==> config.mk <==
export PLATFORM = sky130hd
export DESIGN_NAME = bnn_maxpool
export DESIGN_NICKNAME = d
export VERILOG_FILES = /design/src/rtl/bnn_maxpool.sv
export SDC_FILE = /design/constraint.sdc
export NUM_CORES = 1
export LEC_CHECK = 0
export ABC_AREA = 1
export ABC_CLOCK_PERIOD_IN_PS = 4200
export CORE_MARGIN = 4
export CORE_UTILIZATION = 35
export CTS_CLUSTER_DIAMETER = 80
export CTS_CLUSTER_SIZE = 14
export DETAILED_ROUTE_END_ITERATION = 12
export GPL_TIMING_DRIVEN = 0
export HOLD_SLACK_MARGIN = 0.12
export PLACE_DENSITY = 0.71
export SLEW_MARGIN = 10
export SYNTH_ARGS = -nofsm -noshare
export SYNTH_HDL_FRONTEND = slang
export SYNTH_SLANG_ARGS = --single-unit
==> constraint.sdc <==
create_clock -name clk -period 4.2 [get_ports clk]
set_input_delay 0.84 -clock clk [delete_from_list [all_inputs] [get_ports clk]]
set_output_delay 0.84 -clock clk [all_outputs]
set_load 0.01 [all_outputs]
==> src/rtl/bnn_maxpool.sv <==
// bnn_maxpool: 2x2 binary max-pool (OR) of 16-bit convolved rows into output SRAM.
// Define BNN_POOL_ONES_COUNT_EN to add the saturating ones_count popcount output.
module bnn_maxpool #(
    parameter int                ADDR_W    = 12,
    parameter int                DATA_W    = 16,
    parameter logic [ADDR_W-1:0] BASE_ADDR = '0,
    parameter logic [DATA_W-1:0] TERM_WORD = DATA_W'(16'h00FF)
) (
    input  logic              clk,
    input  logic              reset,
    input  logic              run,
    output logic              busy,
    input  logic              in_valid,
    output logic              in_ready,
    input  logic [DATA_W-1:0] in_data,
    input  logic [4:0]        in_width,
    input  logic              in_last,
    input  logic              flush,
    output logic [ADDR_W-1:0] dut_sram_write_address,
    output logic [DATA_W-1:0] dut_sram_write_data,
    output logic              wr_enable,
    output logic              done
`ifdef BNN_POOL_ONES_COUNT_EN
    ,
    output logic [15:0]       ones_count
`endif
);

    typedef enum logic [1:0] {IDLE, PAIR0, PAIR1, TERM} state_t;

    state_t            state;
    logic [DATA_W-1:0] hold;
    logic [4:0]        width;
    logic              xfer;
    logic              sched_en;
    logic [DATA_W-1:0] sched_data;
    logic [DATA_W-1:0] pool_one;
    logic [DATA_W-1:0] pool_pair;
    logic [DATA_W-1:0] pool_hold;
    logic [DATA_W-1:0] row_mask;

    function automatic logic [DATA_W-1:0] pool(
        input logic [DATA_W-1:0] r,
        input logic [4:0]        w
    );
        logic [DATA_W-1:0] p;
        int                half;
        half = ((int'(w) > DATA_W) ? DATA_W : int'(w)) / 2;
        p = '0;
        for (int j = 0; j < DATA_W / 2; j++)
            p[j] = (j < half) && (r[2*j] | r[2*j+1]);
        return p;
    endfunction

    function automatic logic [DATA_W-1:0] col_mask(input logic [4:0] w);
        logic [DATA_W-1:0] m;
        for (int j = 0; j < DATA_W; j++)
            m[j] = (j < int'(w));
        return m;
    endfunction

    assign in_ready  = (state == PAIR0) || (state == PAIR1);
    assign xfer      = in_valid && in_ready;
    assign pool_one  = pool(in_data, in_width);
    assign pool_pair = pool(hold | in_data, width);
    assign pool_hold = pool(hold, width);
    assign row_mask  = col_mask(in_width);

    // A first row arriving with flush is pooled alone so nothing is lost.
    always_comb begin
        sched_en   = 1'b0;
        sched_data = pool_one;
        if (!run) begin
            case (state)
                PAIR0: sched_en = xfer && (in_last || flush);
                PAIR1: begin
                    sched_en   = xfer || flush;
                    sched_data = xfer ? pool_pair : pool_hold;
                end
                default: ;
            endcase
        end
    end

    always_ff @(posedge clk) begin
        if (reset) begin
            state                  <= IDLE;
            busy                   <= 1'b0;
            wr_enable              <= 1'b0;
            done                   <= 1'b0;
            dut_sram_write_address <= BASE_ADDR;
            dut_sram_write_data    <= '0;
            hold                   <= '0;
            width                  <= '0;
        end else begin
            wr_enable <= sched_en;
            done      <= 1'b0;
            if (sched_en)
                dut_sram_write_data <= sched_data;
            if (run) begin
                state                  <= PAIR0;
                busy                   <= 1'b1;
                dut_sram_write_address <= BASE_ADDR;
                hold                   <= '0;
                width                  <= '0;
            end else begin
                if (wr_enable)
                    dut_sram_write_address <= dut_sram_write_address + ADDR_W'(1);
                unique case (state)
                    IDLE: busy <= 1'b0;
                    PAIR0: begin
                        if (xfer) begin
                            width <= in_width;
                            if (flush) begin
                                state <= TERM;
                            end else if (!in_last) begin
                                hold  <= in_data & row_mask;
                                state <= PAIR1;
                            end
                        end else if (flush) begin
                            state <= TERM;
                        end
                    end
                    PAIR1: begin
                        if (xfer || flush)
                            state <= flush ? TERM : PAIR0;
                    end
                    TERM: begin
                        wr_enable           <= 1'b1;
                        dut_sram_write_data <= TERM_WORD;
                        done                <= 1'b1;
                        state               <= IDLE;
                    end
                endcase
            end
        end
    end

`ifdef BNN_POOL_ONES_COUNT_EN
    localparam int CNT_W = $clog2(DATA_W + 1);

    function automatic logic [CNT_W-1:0] popcnt(input logic [DATA_W-1:0] v);
        logic [CNT_W-1:0] c;
        c = '0;
        for (int j = 0; j < DATA_W; j++)
            c = c + CNT_W'(v[j]);
        return c;
    endfunction

    logic [16:0] ones_sum;

    assign ones_sum = {1'b0, ones_count} + 17'(popcnt(sched_data));

    always_ff @(posedge clk) begin
        if (reset || run)
            ones_count <= '0;
        else if (sched_en)
            ones_count <= ones_sum[16] ? 16'hFFFF : ones_sum[15:0];
    end
`endif

endmodule

==> summary.md <==
| Metric | Value |
|---|---|
| CTS tree | done |
| Commonest cells post-synth | nand2_1, nor2_1, dfxtp_1 |
| Final ANT Viol Nets | 0 |
| Placement Rows | 30 |
| Vias in the first global route | ~2400 |
| Post-CTS Setup Bufs | 0 |
| WL/cell | approximately 13 um |
| Antenna cell count | 0 |
| Top FF cell, synth | dfxtp_1 |
| # setup viols final | 0 |
| Yosys top cell area share | 0.417 |
| Most frequent cell after synthesis | nand2_1 |
| Final hold vios | 0 |
| Placed Area | 3240 sq um |
| Hpwl dp | between 5000 and 6000 um |
| Post-Syn Nets | about 400 |
| Ratio of cells with drive above 1 in the final layout | 0.0618 |
| Headroom to the max-slew limit | 0.670 |
| GRT Residual Overflow | 0 |
| Fin area | 3350 sq um |
| Overall die height | 93.3 um |
| Yosys warns | 0 |
| Via/cell ratio | about 5.0 |
| Register area | about 1100 sq um |
| Gate Count Post-Synth | 372 |
| Vias | between 2000 and 3000 |
| Skew final | 0.00855 ns |
| Final period util | 0.611 |
| Skew-Pair Late Insertion Delay | 0.31 ns |
| IO buf count | 57 |
| Hold Startpoint | dut_sram_write_data[12] |
| Crit. Startpoint | state[1] |
| Die Area | 8700 sq um |
| Layout area overhead | 31.6% |
| Number of synthesized flops with an enable pin | 0 |
| # resized after CTS | 0 |
| Fin crit period | between 2 and 3 ns |
| CP endpoint kind | output port |
| Mapped Area | around 2500 sq um |
| Multi-input gate area | ~1300 sq um |
| Min-Delay Path Class | register to register |
| Fill cells | slightly below 700 |
| # hold bufs at CTS | 0 |
| Max Cap Violations | 0 |
| Initial antenna violation count | 0 |
| Syn_area_per_cell | about 6.8 sq um |
| H-tree Lvls | 2 |
| Effective utilization at floorplan | 0.367 |
| CTS max path bufs | 2 |
| Worst Tran Pin Value | about 0.50 ns |
| Clock Tree Root | clkbuf_8 |
| Cells on worst reg2reg path | 10 |
| Post-synth ARST share | 0 |
| Top cells by area, synth | dfxtp_1, nand2_1, nor2_1 |
| Total Wirelength | between 7000 and 8000 um |
| Critical path fanouts, max | 4 |
| Status | finished clean |
| RSZ-0062 raised after global routing | no |
| GR Util All Layers | 0.167 |
| Setup TNS | 0 ns |
| Seq cells post-synth | 53 |
| Worst R2R Setup Slack | about 2.2 ns |
| GP Congestion | roughly 0.94 |
| R2R Path Start | state[1] |
| Crit start category | register |
| Hold path depth | 2 |
| Worst-path clk slew | around 0.1 ns |
| Iteration-0 DRC count of the detailed router | between 200 and 250 |
| Leakage power | roughly 1.3 nW |
| Max VDD drop | about 0.00018 V |
| WS Path Type | register to output port |
| Seq/Total Area, Yosys | 0.417 |
| Pwr/cell area | 310 nW/um^2 |
| Cell taking the most area after synthesis | dfxtp_1 |
| Largest net degree at the start of global routing | 18 |
| Die width | 93.3 um |
| Total CTS buffers | 5 |
| WHS | roughly 0.43 ns |
| Max frequency | between 300 and 400 MHz |
| Worst EP arrival | 1.73 ns |
| Clk sinks | 53 |
| First-pass GRT wire length | roughly 12000 um |
| TritonRoute pass-1 iters | 5 |
| R2R Path End | dut_sram_write_data[2] |
| Drt drc | 0 |
| Required time worst endpoint | between 3 and 4 ns |
| Hold Path End | dut_sram_write_data[12] |
| I/O pins | 59 |
| CORE AREA | 6940 sq um |
| Final Max Tran Viols | 0 |
| Post-synth cell types | 29 |
| Fin nets | roughly 470 |
==> cell families after synthesis <==
group	count (synthesis)	share of synthesized area
compound gates	76	0.159
flops	53	0.417
simple gates	186	0.312
xor+xnor	1	0.00344
buf+inv	51	0.0850
fa+ha+maj	5	0.0246
==> critical path: stages, from the launching register on <==
cell             delay, ns
dfxtp_1               0.42
inv_1                 0.08
ha_1                  0.36
clkdlybuf4s50_1       0.56
==> metal layers <==
metal | track usage | wire [um]
met4 | 0.0476 | 112
met1 | 0.251 | 3480
met2 | 0.239 | 2930
met3 | 0.0354 | 566
met5 | 0 | 0
==> final cells by class <==
cell class | count | area share
Multi-Input combinational cell | 268 | 0.379
Inverter | 44 | 0.0496
Buffer | 7 | 0.0149
Sequential cell | 53 | 0.317
Clock buffer | 5 | 0.0205
Tap cell | 96 | 0.0358
Timing Repair Buffer | 57 | 0.170
Clock inverter | 3 | 0.0138
==> through the flow <==
stage	cells	setup WS, ns	util	power (mW)
floorplan	372	2.50	-	0.620
global placement	525	1.65	0.466	0.689
detailed placement	525	1.63	0.466	0.691
CTS	533	1.62	0.483	1.04
global route	533	1.53	0.483	1.09
finish	533	1.63	0.483	1.04
==> state kept, by name, indices dropped and copies added (netlist names) <==
register,cells
busy,1
done,1
dut_sram_write_address,12
dut_sram_write_data,16
hold,16
state,2
width,4
wr_enable,1
==> layout by cell type, fill, tap and decap left out, drive strengths merged <==
cell           netlist  routed
clkdlybuf4s50        0      57
o2111ai              1       1
a22oi                1       1
dfxtp               53      53
clkinv               2       3
nor4                 1       1
clkbuf               2       7
clkinvlp             0       1
nand3b               1       1
or2                  3       3
nor3                 7       7
o211ai               2       2
inv                 42      42
bufinv               0       1
nor2                66      66
nand4                3       3
o21ai               34      34
buf                  5       5
a31oi                1       1
nand2               75      75
xor2                 1       1
a21oi               37      37
ha                   5       5
nand3               30      30
==> power by group <==
part | switching (mW) | leakage (nW) | internal (mW)
sequential | 0.00879 | 0.429 | 0.514
combinational | 0.0907 | 0.815 | 0.0692
clock | 0.178 | 0.0543 | 0.179
==> how the worst max path moves through the flow <==
stage	end	slack, ns	depth (start not counted)
final	in_ready	1.63	3
after global routing	in_ready	1.53	3
after CTS	in_ready	1.62	3
after detailed placement	dut_sram_write_data[1]	1.63	6
after global placement	dut_sram_write_data[1]	1.65	6
after floorplan	dut_sram_write_data[2]	2.50	8
(Power assumes the default switching activity.)
==> edit 1: new RTL, same flow settings <==
Change the parameter `ADDR_W` from 12 to 11.
--- a/src/rtl/bnn_maxpool.sv
+++ b/src/rtl/bnn_maxpool.sv
@@ -2,5 +2,5 @@
 // Define BNN_POOL_ONES_COUNT_EN to add the saturating ones_count popcount output.
 module bnn_maxpool #(
-    parameter int                ADDR_W    = 12,
+    parameter int                ADDR_W    = 11,
     parameter int                DATA_W    = 16,
     parameter logic [ADDR_W-1:0] BASE_ADDR = '0,
Interface: changed (resized dut_sram_write_address); port bits go from 59 to 58. No check against the original RTL was run, so the function may have changed too.
==> edit 1 against the unedited design <==
Area after synthesis is 4.1% higher. Clock power is 3% lower. Hold slack better by 0.029 ns. Sequential cell count decreased by 1. Critical path depth did not move. Setup slack gained 0.033 ns. Final area rose by 3.1%. Total power is essentially flat. Highest routed layer unchanged. Wire length is 0.16% higher.
==> edit 1: results (changes against the unedited design) <==
.. list-table::
   :header-rows: 1

   * - Metric
     - Value
   * - Maximum resistive drop on vdd
     - 0.1521 mV (-15%)
   * - LEAKAGE
     - 0.001413 uW (+8.9%)
   * - Met3 routing resource usage after global routing
     - 3.394% (-0.15 points)
   * - Unique masters post-synth
     - 25 (-14%)
   * - Gate family responsible for the most delay along the worst path
     - buffers and inverters
   * - Number of global-route vias before repair
     - 2461 (+0.49%)
   * - Status
     - finished, final reports clean
   * - Worst Min Path Start
     - dut_sram_write_data[9]$_SDFF_PP0_
   * - Transition at the pin with the smallest max-transition slack
     - 0.4216 ns (-0.07401 ns)
   * - Proportion of layout cells with a drive suffix above 1
     - 7.957% (+1.8 points)
   * - Sequential share of the synthesized area
     - 39.26% (-2.4 points)
   * - Hold slack final
     - 0.4577 ns (+0.02872 ns)
   * - Wire length on met2
     - 3.268 mm (+11%)
   * - Reg-to-reg critical path endpoint
     - dut_sram_write_data[4]$_SDFF_PP0_
   * - Biggest regs
     - dut_sram_write_data: 16 flops, hold: 16 flops, dut_sram_write_address: 11 flops
   * - Setup slack, reg-to-reg
     - 2.36 ns (+0.12 ns)
   * - Most area-consuming cells after synthesis
     - sky130_fd_sc_hd__dfxtp_1 39%, sky130_fd_sc_hd__nand2_1 13%, sky130_fd_sc_hd__nor2_1 8.6%
   * - Post-Synthesis Net Count
     - 432 (+6.9%)
   * - Routed wl met3
     - 428 um (-24%)
   * - Met1 WL
     - 3.335 mm (-4.2%)
   * - Per-cell via count in the routed design
     - 4.904 (-0.99%)
   * - Placer Congestion
     - 0.9096 (-3.3%)
   * - Number of detailed-route iterations in the first pass
     - 6 (+1)
   * - Post-detailed-route wirelength per cell
     - 12.59 um (-5.3%)
   * - Maximum number of pins on one net before global-route repair
     - 17 (-1)
   * - Setup Skew
     - 0.01032 ns (+0.001771 ns)
   * - Top cells by count, synth
     - 95 x sky130_fd_sc_hd__nand2_1, 61 x sky130_fd_sc_hd__nor2_1, 52 x sky130_fd_sc_hd__dfxtp_1
   * - Drt initial violations
     - 239 (+0.84%)
   * - Detailed Place HPWL
     - 5.469 mm (+1.3%)
   * - Layout Nets
     - 496 (+6.0%)
   * - Clk buf depth
     - 2 (unchanged)
   * - Met2 usage
     - 26.01% (+2.1 points)
   * - R2R Path Start
     - state[0]$_SDFFE_PP0P_
[edit 1: changes by cell type in the layout (fill, tap and decap cells not counted), moves of 3 or more]
cell                      delta
sky130_fd_sc_hd__nor3_1      -6
sky130_fd_sc_hd__buf_2       +3
sky130_fd_sc_hd__nand2_1    +23
sky130_fd_sc_hd__a21oi_2     +8
sky130_fd_sc_hd__nand3_1     +7
sky130_fd_sc_hd__o21ai_0     -5
[edit 1: kinds of logic after synthesis]
group                      Yosys count  synth area share [%]
and+or+nand+nor                    214                 34.40
adders and majority gates            5                 2.360
AOI/OAI and AO/OA                   74                 15.43
buffers and inverters               55                 8.542
DFF                                 52                 39.26
[edit 1: report_power, final]
group | internal, uW | total, uW | switching (uW) | leakage (uW)
sequential | 505 | 514 | 9.03 | 0.000420
clock | 180 | 346 | 166 | 0.0000558
combinational | 75.4 | 180 | 104 | 0.000937
total | 760 | 1040 | 279 | 0.00141
[edit 1: area by class of cell]
cell class              count  area (sq um)
fillers                   785          3835
clock buffers               6         72.57
well taps                  99         123.9
multi-input cells         293          1384
inverters                  47         176.4
clock inverters             2         38.79
plain buffers               8         50.05
flip-flops and latches     52          1041
repair buffers             57         570.5
[edit 1: worst register-to-register path, cell delays in order, from the launching register on]
cell	delay, ns
sky130_fd_sc_hd__dfxtp_1	0.40
sky130_fd_sc_hd__inv_1	0.08
sky130_fd_sc_hd__ha_1	0.35
sky130_fd_sc_hd__nand2_2	0.14
sky130_fd_sc_hd__nand2_2	0.10
sky130_fd_sc_hd__nand2_1	0.05
sky130_fd_sc_hd__nand2_1	0.07
sky130_fd_sc_hd__nand2_2	0.08
sky130_fd_sc_hd__inv_1	0.17
sky130_fd_sc_hd__nand3_1	0.15
sky130_fd_sc_hd__nand2_1	0.10
sky130_fd_sc_hd__nand2_1	0.04
[edit 1: worst max path at each step]
stage / to / depth (start not counted) / from / slack, ns
global placement: dut_sram_write_address[3]$_SDFFE_PP0P_ / 4 / reset / 1.74
finish: in_ready / 3 / state[0]$_SDFFE_PP0P_ / 1.67
CTS: in_ready / 3 / state[0]$_SDFFE_PP0P_ / 1.65
global route: in_ready / 3 / state[0]$_SDFFE_PP0P_ / 1.58
detailed placement: dut_sram_write_address[3]$_SDFFE_PP0P_ / 4 / run / 1.67
floorplan: dut_sram_write_data[1]$_SDFF_PP0_ / 9 / flush / 2.50
[edit 1: stage by stage]
| stage | utilization, % | setup slack (ns) | instances |
|---|---|---|---|
| after floorplan | - | 2.500 | 400 |
| after global placement | 45.88 | 1.741 | 556 |
| after detailed placement | 45.88 | 1.665 | 556 |
| after CTS | 47.41 | 1.653 | 564 |
| after global routing | 47.41 | 1.581 | 564 |
| final | 47.41 | 1.666 | 564 |
==> edit 2: new RTL, same settings <==
Made on the original files. Re-encode `state_t` (4 states) as one-hot, 4 bits wide.
--- a/src/rtl/bnn_maxpool.sv
+++ b/src/rtl/bnn_maxpool.sv
@@ -27,5 +27,5 @@
 );
 
-    typedef enum logic [1:0] {IDLE, PAIR0, PAIR1, TERM} state_t;
+    typedef enum logic [3:0] {IDLE = 4'b0001, PAIR0 = 4'b0010, PAIR1 = 4'b0100, TERM = 4'b1000} state_t;
 
     state_t            state;
Function: same outputs for any inputs over 4 cycles, from zero or initial values and one cycle with reset high; so few cycles prove little.
==> edit 2 against the unedited design <==
Sequential share of layout area decreased by 0.078 points. Hold slack better by 0.017 ns. Sequential cell count rose by 2. Combinational power fell by 36%. Final area increased by 4.0%. Wire length increased by 2.6%. Clock power fell by 18%. Setup slack improved by 0.019 ns. Total power is 11% lower. Area after synthesis rose by 6.2%. Synthesized cell count increased by 5.1%. Highest routed layer unchanged.
==> edit 2: results (changes against the unedited design) <==
.. list-table::
   :header-rows: 1

   * - Metric
     - Value
   * - Critical Path Slowest Stage Cell
     - sky130_fd_sc_hd__clkdlybuf4s50_1
   * - Endpoint arrival time on the critical path
     - 1.71 ns (-0.02 ns)
   * - Drt initial violations
     - 175 (-26%)
   * - Fraction of the mapped netlist area in compound gates
     - 13.78% (-2.1 points)
   * - Setup slack, reg-to-reg
     - 2.62 ns (+0.38 ns)
   * - Wire length of the first global-routing pass
     - 12.17 mm (+2.5%)
   * - Internal power of the cells
     - 699.6 uW (-8.1%)
   * - Relative slew slack
     - 50.68% (-16 points)
   * - LEAKAGE
     - 0.001466 uW (+13%)
   * - Adder-cell area share of the yosys netlist
     - 0.4625% (-2.0 points)
   * - Status
     - finished, final reports clean
   * - Post-Synth XOR/XNOR Area
     - 0.3238% (-0.020 points)
   * - Syn Inst Count
     - 391 (+5.1%)
   * - Per-cell via count in the routed design
     - 4.899 (-1.1%)
   * - Placed instance count
     - 547 (+4.2%)
   * - Maximum number of pins on one net before global-route repair
     - 16 (-2)
   * - Most area-consuming cells after synthesis
     - sky130_fd_sc_hd__dfxtp_1 41%, sky130_fd_sc_hd__nand2_1 12%, sky130_fd_sc_hd__nand3_1 7.6%
   * - Async S/R FF share, synth
     - 0% (unchanged)
   * - Top cells by count, synth
     - 89 x sky130_fd_sc_hd__nand2_1, 55 x sky130_fd_sc_hd__dfxtp_1, 47 x sky130_fd_sc_hd__nor2_1
   * - Proportion of layout cells with a drive suffix above 1
     - 8.571% (+2.4 points)
   * - Sequential share of the synthesized area
     - 40.70% (-0.97 points)
   * - Setup ws final
     - 1.652 ns (+0.01895 ns)
   * - Place WS
     - 1.506 ns (-0.1264 ns)
   * - Hold slack final
     - 0.4459 ns (+0.01694 ns)
   * - Power Combinational
     - 102 uW (-36%)
   * - Detailed Place HPWL
     - 5.539 mm (+2.5%)
   * - Number of global-route vias before repair
     - 2664 (+8.8%)
   * - Total routing usage reported by global routing
     - 16.89% (+0.16 points)
   * - Post-Synthesis Net Count
     - 419 (+3.7%)
   * - CTS clk-pin slew, worst paths
     - 0.09 ns
   * - Worst Min Path Start
     - dut_sram_write_data[13]$_SDFF_PP0_
   * - Unique masters post-synth
     - 32 (+10%)
   * - Maximum resistive drop on vdd
     - 0.1508 mV (-16%)
   * - Setup crit start
     - state[2]$_SDFFE_PP0P_
   * - Register share of total power
     - 57.2% (+6.9 points)
   * - Placer Congestion
     - 0.8931 (-5.0%)
   * - Final Routed Wirelength
     - 7.279 mm (+2.6%)
   * - Non-filler instance count after layout
     - 554 (+3.9%)
   * - Maximum fanout along the worst path
     - 5 (+1)
   * - Layout Nets
     - 483 (+3.2%)
   * - Slowest cell delay on critical path
     - 0.55 ns
   * - Setup Skew
     - 0.009946 ns (+0.001396 ns)
[edit 2: cell count changes after synthesis, moves of 3 or more]
| cell | change |
|---|---|
| sky130_fd_sc_hd__a21oi_1 | -5 |
| sky130_fd_sc_hd__nand2_4 | +3 |
| sky130_fd_sc_hd__o21ai_0 | -11 |
| sky130_fd_sc_hd__o21ai_1 | +5 |
| sky130_fd_sc_hd__inv_1 | -4 |
| sky130_fd_sc_hd__inv_2 | +4 |
| sky130_fd_sc_hd__ha_1 | -4 |
| sky130_fd_sc_hd__nand2_1 | +17 |
| sky130_fd_sc_hd__nand3_1 | +11 |
| sky130_fd_sc_hd__nor3b_1 | +3 |
| sky130_fd_sc_hd__nor2_1 | -13 |
[edit 2: worst register-to-register path, stage by stage (launching register included)]
cell and delay (ns):
sky130_fd_sc_hd__dfxtp_1 0.41, sky130_fd_sc_hd__inv_2 0.05, sky130_fd_sc_hd__nor2_1 0.14, sky130_fd_sc_hd__nand2_1 0.12, sky130_fd_sc_hd__nand2_2 0.13, sky130_fd_sc_hd__nand2_1 0.19, sky130_fd_sc_hd__o21ai_1 0.23, sky130_fd_sc_hd__nand2_1 0.08
sky130_fd_sc_hd__nand2_1 0.09, sky130_fd_sc_hd__nand2_1 0.06, sky130_fd_sc_hd__inv_1 0.04
[edit 2: cell families after synthesis]
family          after synthesis
compound gates               68
xor+xnor                      1
fa+ha+maj                     1
buf+inv                      53
flops                        55
simple gates                213
[edit 2: stage by stage]
step	utilization [%]	area [sq um]	power [uW]
final	47.32	3487	926.2
after global routing	47.32	3487	967.6
after CTS	47.32	3487	935.1
after detailed placement	46.13	3400	643.4
after global placement	46.13	3400	642.3
after floorplan	-	2705	593.9
[edit 2: routing by layer]
| layer | part of all wire [%] | track usage (%) | routed length (um) | vias to the layer above |
|---|---|---|---|---|
| met5 | 0 | 0 | 0 | - |
| met4 | 2.0 | 6.043 | 144 | 0 |
| met3 | 5.8 | 3.753 | 425 | 13 |
| met2 | 46 | 28.37 | 3376 | 74 |
| met1 | 46 | 21.17 | 3333 | 1228 |
| li1 | - | - | - | 1399 |
[edit 2: area by class of cell]
type | count | area [sq um]
Buffer | 9 | 52.55
Inverter | 44 | 167.7
Fill cell | 743 | 3882
Tap cell | 99 | 123.9
Clock buffer | 6 | 82.58
Timing Repair Buffer | 57 | 570.5
Multi-Input combinational cell | 283 | 1384
Clock inverter | 1 | 5.005
Sequential cell | 55 | 1101
[edit 2: worst paths after layout]
path | endpoint | cells past startpoint
worst max-delay path | in_ready | 5
worst min-delay path | dut_sram_write_data[13]$_SDFF_PP0_ | 2
worst max register to register | dut_sram_write_data[0]$_SDFF_PP0_ | 10
worst min register to register | dut_sram_write_data[13]$_SDFF_PP0_ | 2
